--- config.mk ---
export PLATFORM = sky130hd
export DESIGN_NAME = wbm_spi_ctrl
export DESIGN_NICKNAME = d
export VERILOG_FILES = /design/src/rtl/wbm_spi_ctrl_pkg.sv /design/src/rtl/wbm_spi_ctrl_timeout.sv /design/src/rtl/wbm_spi_ctrl.sv
export SDC_FILE = /design/constraint.sdc
export NUM_CORES = 1
export LEC_CHECK = 0
export ABC_CLOCK_PERIOD_IN_PS = 2310
export CORE_ASPECT_RATIO = 1.1
export CORE_MARGIN = 2
export CORE_UTILIZATION = 50
export CTS_BUF_LIST = sky130_fd_sc_hd__clkbuf_2 sky130_fd_sc_hd__clkbuf_4 sky130_fd_sc_hd__clkbuf_8
export DETAILED_ROUTE_END_ITERATION = 7
export PLACE_DENSITY = 0.82
export SYNTH_ARGS = -nofsm -noshare
export SYNTH_HDL_FRONTEND = slang
export SYNTH_SLANG_ARGS = --single-unit
--- constraint.sdc ---
create_clock -name clk -period 2.31 [get_ports clk]
set_clock_uncertainty 0.1 [all_clocks]
set_input_delay 0.3465 -clock clk [delete_from_list [all_inputs] [get_ports clk]]
set_output_delay 0.3465 -clock clk [all_outputs]
set_load 0.01 [all_outputs]
--- src/rtl/wbm_spi_ctrl_pkg.sv ---
// Shared definitions for the SPI-to-Wishbone command sequencer: opcodes,
// FSM state encoding and status-byte layout.
package wbm_spi_ctrl_pkg;

  localparam logic [7:0] OP_NOP    = 8'h00;
  localparam logic [7:0] OP_READ   = 8'h01;
  localparam logic [7:0] OP_WRITE  = 8'h02;
  localparam logic [7:0] OP_STATUS = 8'h03;

  localparam int STAT_ERR_BIT = 0;
  localparam int STAT_OVR_BIT = 1;

  typedef enum logic [2:0] {
    ST_IDLE = 3'd0,
    ST_ADDR = 3'd1,
    ST_DATA = 3'd2,
    ST_BUS  = 3'd3,
    ST_RESP = 3'd4
  } state_e;

  function automatic logic [7:0] status_byte(input logic ovr, input logic err);
    logic [7:0] b;
    b               = '0;
    b[STAT_ERR_BIT] = err;
    b[STAT_OVR_BIT] = ovr;
    return b;
  endfunction

endpackage

--- src/rtl/wbm_spi_ctrl_timeout.sv ---
// Bus-cycle watchdog: counts cycles while enabled and flags the last
// permitted cycle so the sequencer can abort on the following edge.
module wbm_spi_ctrl_timeout #(
  parameter int TIMEOUT = 255
) (
  input  logic clk,
  input  logic rst_n,
  input  logic clr_i,
  input  logic en_i,
  output logic expired_o
);

  localparam int            W    = $clog2(TIMEOUT + 1);
  localparam logic [W-1:0]  LAST = W'(TIMEOUT - 1);

  logic [W-1:0] cnt_q, cnt_d;

  always_comb begin
    cnt_d = cnt_q;
    if (clr_i) begin
      cnt_d = '0;
    end else if (en_i && (cnt_q != LAST)) begin
      cnt_d = cnt_q + 1'b1;
    end
  end

  always_ff @(posedge clk or negedge rst_n) begin
    if (!rst_n) begin
      cnt_q <= '0;
    end else begin
      cnt_q <= cnt_d;
    end
  end

  // Asserted during the TIMEOUT-th bus cycle; cnt_q starts at 0 on BUS entry.
  assign expired_o = en_i && (cnt_q == LAST);

endmodule

--- src/rtl/wbm_spi_ctrl.sv ---
// Parses opcode/address/data byte frames from the SPI receive path, runs one
// classic Wishbone master cycle per frame and returns read/status bytes.
module wbm_spi_ctrl
  import wbm_spi_ctrl_pkg::*;
#(
  parameter int         TIMEOUT  = 255,
  parameter logic [7:0] ERR_BYTE = 8'hFF
) (
  input  logic       clk,
  input  logic       rst_n,
  input  logic       rx_stb,
  input  logic [7:0] rx_data,
  output logic       tx_valid,
  input  logic       tx_ready,
  output logic [7:0] tx_data,
  output logic       wbm_cyc_o,
  output logic       wbm_stb_o,
  output logic       wbm_we_o,
  output logic [7:0] wbm_adr_o,
  output logic [7:0] wbm_dat_o,
  input  logic [7:0] wbm_dat_i,
  input  logic       wbm_ack_i,
  output logic       err,
  output logic       overrun,
  output state_e     dbg_state_o
);

  // tx handshake: tx_valid stays high with tx_data frozen until a cycle in
  // which tx_ready is also high; that edge completes the byte transfer.

  state_e     state_q;
  logic       is_write_q;
  logic       cyc_q;
  logic       we_q;
  logic [7:0] adr_q;
  logic [7:0] dat_q;
  logic       tx_valid_q;
  logic [7:0] tx_data_q;
  logic       err_q;
  logic       overrun_q;
  logic       expired;

  wbm_spi_ctrl_timeout #(
    .TIMEOUT (TIMEOUT)
  ) u_timeout (
    .clk       (clk),
    .rst_n     (rst_n),
    .clr_i     (state_q != ST_BUS),
    .en_i      (state_q == ST_BUS),
    .expired_o (expired)
  );

  always_ff @(posedge clk or negedge rst_n) begin
    if (!rst_n) begin
      state_q    <= ST_IDLE;
      is_write_q <= 1'b0;
      cyc_q      <= 1'b0;
      we_q       <= 1'b0;
      adr_q      <= '0;
      dat_q      <= '0;
      tx_valid_q <= 1'b0;
      tx_data_q  <= '0;
      err_q      <= 1'b0;
      overrun_q  <= 1'b0;
    end else begin
      case (state_q)
        ST_IDLE: begin
          if (rx_stb) begin
            case (rx_data)
              OP_NOP: ;
              OP_READ, OP_WRITE: begin
                is_write_q <= (rx_data == OP_WRITE);
                state_q    <= ST_ADDR;
              end
              OP_STATUS: begin
                // Snapshot is taken before the clear; nothing can set a flag in IDLE.
                tx_data_q  <= status_byte(overrun_q, err_q);
                tx_valid_q <= 1'b1;
                err_q      <= 1'b0;
                overrun_q  <= 1'b0;
                state_q    <= ST_RESP;
              end
              default: err_q <= 1'b1;
            endcase
          end
        end
        ST_ADDR: begin
          if (rx_stb) begin
            adr_q <= rx_data;
            if (is_write_q) begin
              state_q <= ST_DATA;
            end else begin
              cyc_q   <= 1'b1;
              we_q    <= 1'b0;
              state_q <= ST_BUS;
            end
          end
        end
        ST_DATA: begin
          if (rx_stb) begin
            dat_q   <= rx_data;
            cyc_q   <= 1'b1;
            we_q    <= 1'b1;
            state_q <= ST_BUS;
          end
        end
        ST_BUS: begin
          if (rx_stb) begin
            overrun_q <= 1'b1;
          end
          // Ack has priority over a simultaneous expiry.
          if (wbm_ack_i) begin
            cyc_q <= 1'b0;
            we_q  <= 1'b0;
            if (is_write_q) begin
              state_q <= ST_IDLE;
            end else begin
              tx_data_q  <= wbm_dat_i;
              tx_valid_q <= 1'b1;
              state_q    <= ST_RESP;
            end
          end else if (expired) begin
            cyc_q <= 1'b0;
            we_q  <= 1'b0;
            err_q <= 1'b1;
            if (is_write_q) begin
              state_q <= ST_IDLE;
            end else begin
              tx_data_q  <= ERR_BYTE;
              tx_valid_q <= 1'b1;
              state_q    <= ST_RESP;
            end
          end
        end
        ST_RESP: begin
          if (rx_stb) begin
            overrun_q <= 1'b1;
          end
          if (tx_ready) begin
            tx_valid_q <= 1'b0;
            state_q    <= ST_IDLE;
          end
        end
        default: state_q <= ST_IDLE;
      endcase
    end
  end

  assign tx_valid    = tx_valid_q;
  assign tx_data     = tx_data_q;
  assign wbm_cyc_o   = cyc_q;
  assign wbm_stb_o   = cyc_q;
  assign wbm_we_o    = we_q;
  assign wbm_adr_o   = adr_q;
  assign wbm_dat_o   = dat_q;
  assign err         = err_q;
  assign overrun     = overrun_q;
  assign dbg_state_o = state_q;

endmodule

==> flow_summary.yaml <==
outcome:
  status: "completed"
synth:
  cell_accounting_for_the_most_synthesized_area: "dfrtp_1"
  warnings_from_yosys: 0
  postSynth.asyncResetShare: 1.00
  number_of_enable_type_register_cells_in_the_synthesized_netlist: 0
  avgSynthCellArea_um2: 11.3
  post_synth_inst_count: 178
  synth_sequential_area_ratio: 0.510
  synthFlopType: "dfrtp_1"
  post-synth-top-area-fraction: 0.510
  syn-num-nets: 201
  postSynthRegisterBits: 41
  synth.cell_area_um2: 2010
  synth_cell_type_count: 49
  area_contributors_post_synth: "dfrtp_1 51%, mux2_2 10%, o21ai_0 3.7%, a2bb2oi_1 2.6%, nor2_1 2.1%"
floorplanning:
  die_height_um: 70.5
  die_w_um: 64.5
  io_pins: 54
  floorplan.rows: 24
  floorplan.die_area_um2: 4550
  starting_density_of_the_core: 0.515
  fp.coreArea_um2: 3900
grt:
  grt_util_overall: 0.217
  initial_antenna_violation_count: 0
  maximum_number_of_pins_on_one_net_before_global_route_repair: 19
  grt.overflow.total: 0
  wire_length_of_the_first_global_routing_pass_um: 7650
  grt_pass1_vias: 1639
cells_and_area:
  diodes: 0
  area_growth_pct: 39.5
  mostFrequentLayoutCells: "52 x clkdlybuf4s50_1, 41 x dfrtp_1, 18 x mux2_2"
  nets: 268
  final_cell_count_no_fill: 298
  layout_commonest_cell: "clkdlybuf4s50_1"
  post-route-util: 0.719
  layout-drive-gt1-share: 0.211
worst_setup_path:
  worstSetupPathType: "reg2out"
  worst_ep_required_time_ps: 1860
  timing.critical_path.from_type: "register"
  slowest_cell_delay_on_critical_path_ps: 540
  crit_path_end_kind: "output port"
  worst_path_max_delay_cell: "clkdlybuf4s50_1"
  critical_path_peak_fanout: 10
  crit_chain: "buf_4 -> clkdlybuf4s50_1"
  cp_data_arrival_time_ps: 1530
sta:
  maxClockFrequency_mhz: 505
  finalSetupTns_ps: 0
  final_period_minus_worst_setup_slack_ps: 1980
  unrepaired_setup_endpoints_after_global_routing: "false"
  timing.final.max_slew_violations: 0
  timing_worst_slew_pin_value_ps: 361
  timing.final.setup_violations: 0
  final.period_utilization: 0.857
  headroom_to_the_max_slew_limit: 0.760
  number_of_hold_violations_in_the_final_report: 0
power_and_ir_drop:
  power_leakage_nw: 1.19
  netSwitchingPower_uw: 790
  irDropWorstVdd_mv: 0.728
  p_comb_frac: 0.391
  internal_power_mw: 1.92
  share_clk_of_total_power: 0.225
  cellPowerDensity_nw_per_um2: 968
  portion_of_total_power_attributed_to_sequential_cells: 0.384
  power.switching_fraction: 0.291
drt:
  wl_per_cell_um: 15.3
  first_pass_iters: 4
  drtAntennaViolNets: 0
  drc: 0
  via_count: 1635
  route.final.wire_length_um: 4560
  dr.first_iter.drc_count: 70
  routed_via_density: 5.49
clock_tree:
  postCtsSetupRepairBufs: 0
  numCtsBuffers: 5
  clk_root_buffer_cell: "clkbuf_8"
  cts.reportedPaths.clkPinSlew_ps: 80
  cts.sink_count: 41
  clock_tree_from_tritoncts: "built"
  cts-root-to-sink-buffers: 2
  worst_skew_pair.late_latency_ps: 300
  h-tree-depth: 2
hold_path:
  holdCritPathClass: "in2async"
place:
  place_congestion: 0.888
  placement.io_buffers: 53
  numPlacedInstances: 289
  place.detailed.hpwl_um: 3430
flow_run:
  maxCapViolations: 0
[cell type report]
class	instances	area, um^2
Clock buffer	7	90.1
Timing Repair Buffer	68	653
Multi-Input combinational cell	123	918
Clock inverter	1	30.0
Tap cell	52	65.1
Fill cell	290	1100
Inverter	6	22.5
Sequential cell	41	1030
[power by group through the flow]
stage | Combinational [mW] | Sequential (mW) | Clock, mW
floorplan | 0.406 | 1.12 | 0
global placement | 1.05 | 1.06 | 0
detailed placement | 1.06 | 1.05 | 0
CTS | 1.07 | 1.05 | 0.620
global route | 1.14 | 1.07 | 0.646
finish | 1.06 | 1.04 | 0.611
[critical path, delay by kind of cell (launching register included)]
kind | cells | cell delay [ps]
buffers and inverters | 2 | 740
DFF | 1 | 500
[cell families after synthesis]
family | count (synthesis) | share of synthesized area
xor gates and xnor gates | 4 | 0.0174
AOI/OAI and AO/OA | 54 | 0.187
muxes | 18 | 0.101
adders and majority gates | 2 | 0.0124
and+or+nand+nor | 45 | 0.139
buffers and inverters | 14 | 0.0330
DFF | 41 | 0.510
[cells in the mapped netlist (2+ instances only)]
cell       instances
dfrtp_1           41
mux2_2            18
o21ai_0           15
nor2_1            11
nand2_1            9
a2bb2oi_1          6
a31oi_1            6
inv_1              6
a21oi_1            5
clkbuf_1           4
nand2b_1           4
a211oi_1           3
a21o_1             3
a311oi_1           3
xnor2_1            3
a211o_1            2
and3b_1            2
buf_2              2
ha_1               2
nand3_1            2
nand3b_1           2
nand4_2            2
[metrics by stage]
step | hold slack [ps] | setup WS, ps | area (um^2) | power, mW
final | 329 | 331 | 2810 | 2.71
after global routing | 358 | 264 | 2810 | 2.86
after CTS | 329 | 333 | 2810 | 2.74
after detailed placement | 122 | 140 | 2680 | 2.11
after global placement | 119 | 182 | 2680 | 2.10
after floorplan | -49.1 | 493 | 2010 | 1.53
[final timing paths]
kind                            cells after the start          startpoint  slack, ps                 end
worst max-delay path                                2      dbg_state_o[1]        330      dbg_state_o[1]
worst min-delay path                                2               rst_n        330  u_timeout.cnt_q[3]
worst max register to register                      6  u_timeout.cnt_q[0]        370           wbm_cyc_o
worst min register to register                      1            wbm_we_o        390            wbm_we_o
max in group asynchronous                           3               rst_n       1290          tx_data[4]
min in group clk                                    1            wbm_we_o        390            wbm_we_o
[timing repair]
| action | 4_1_cts | 5_1_grt |
|---|---|---|
| resized for setup | 0 | 0 |
| hold buffers | 1 | 0 |
| hold endpoints to repair | 8 | 0 |
[layer usage]
metal	share of wire	vias up	global-route usage
met5	0	-	0
met4	0.014	0	0.0591
met3	0.075	8	0.0853
met2	0.48	51	0.351
met1	0.43	784	0.273
li1	-	792	-
[registers in the layout (all words and copies together), names as in the netlist]
signal,flops
wbm_cyc_o,1
dbg_state_o,3
wbm_we_o,1
overrun,1
wbm_dat_o,8
tx_valid,1
tx_data,8
u_timeout.cnt_q,8
wbm_adr_o,8
err,1
is_write_q,1
Note: power is estimated with default switching activity, not from simulation.
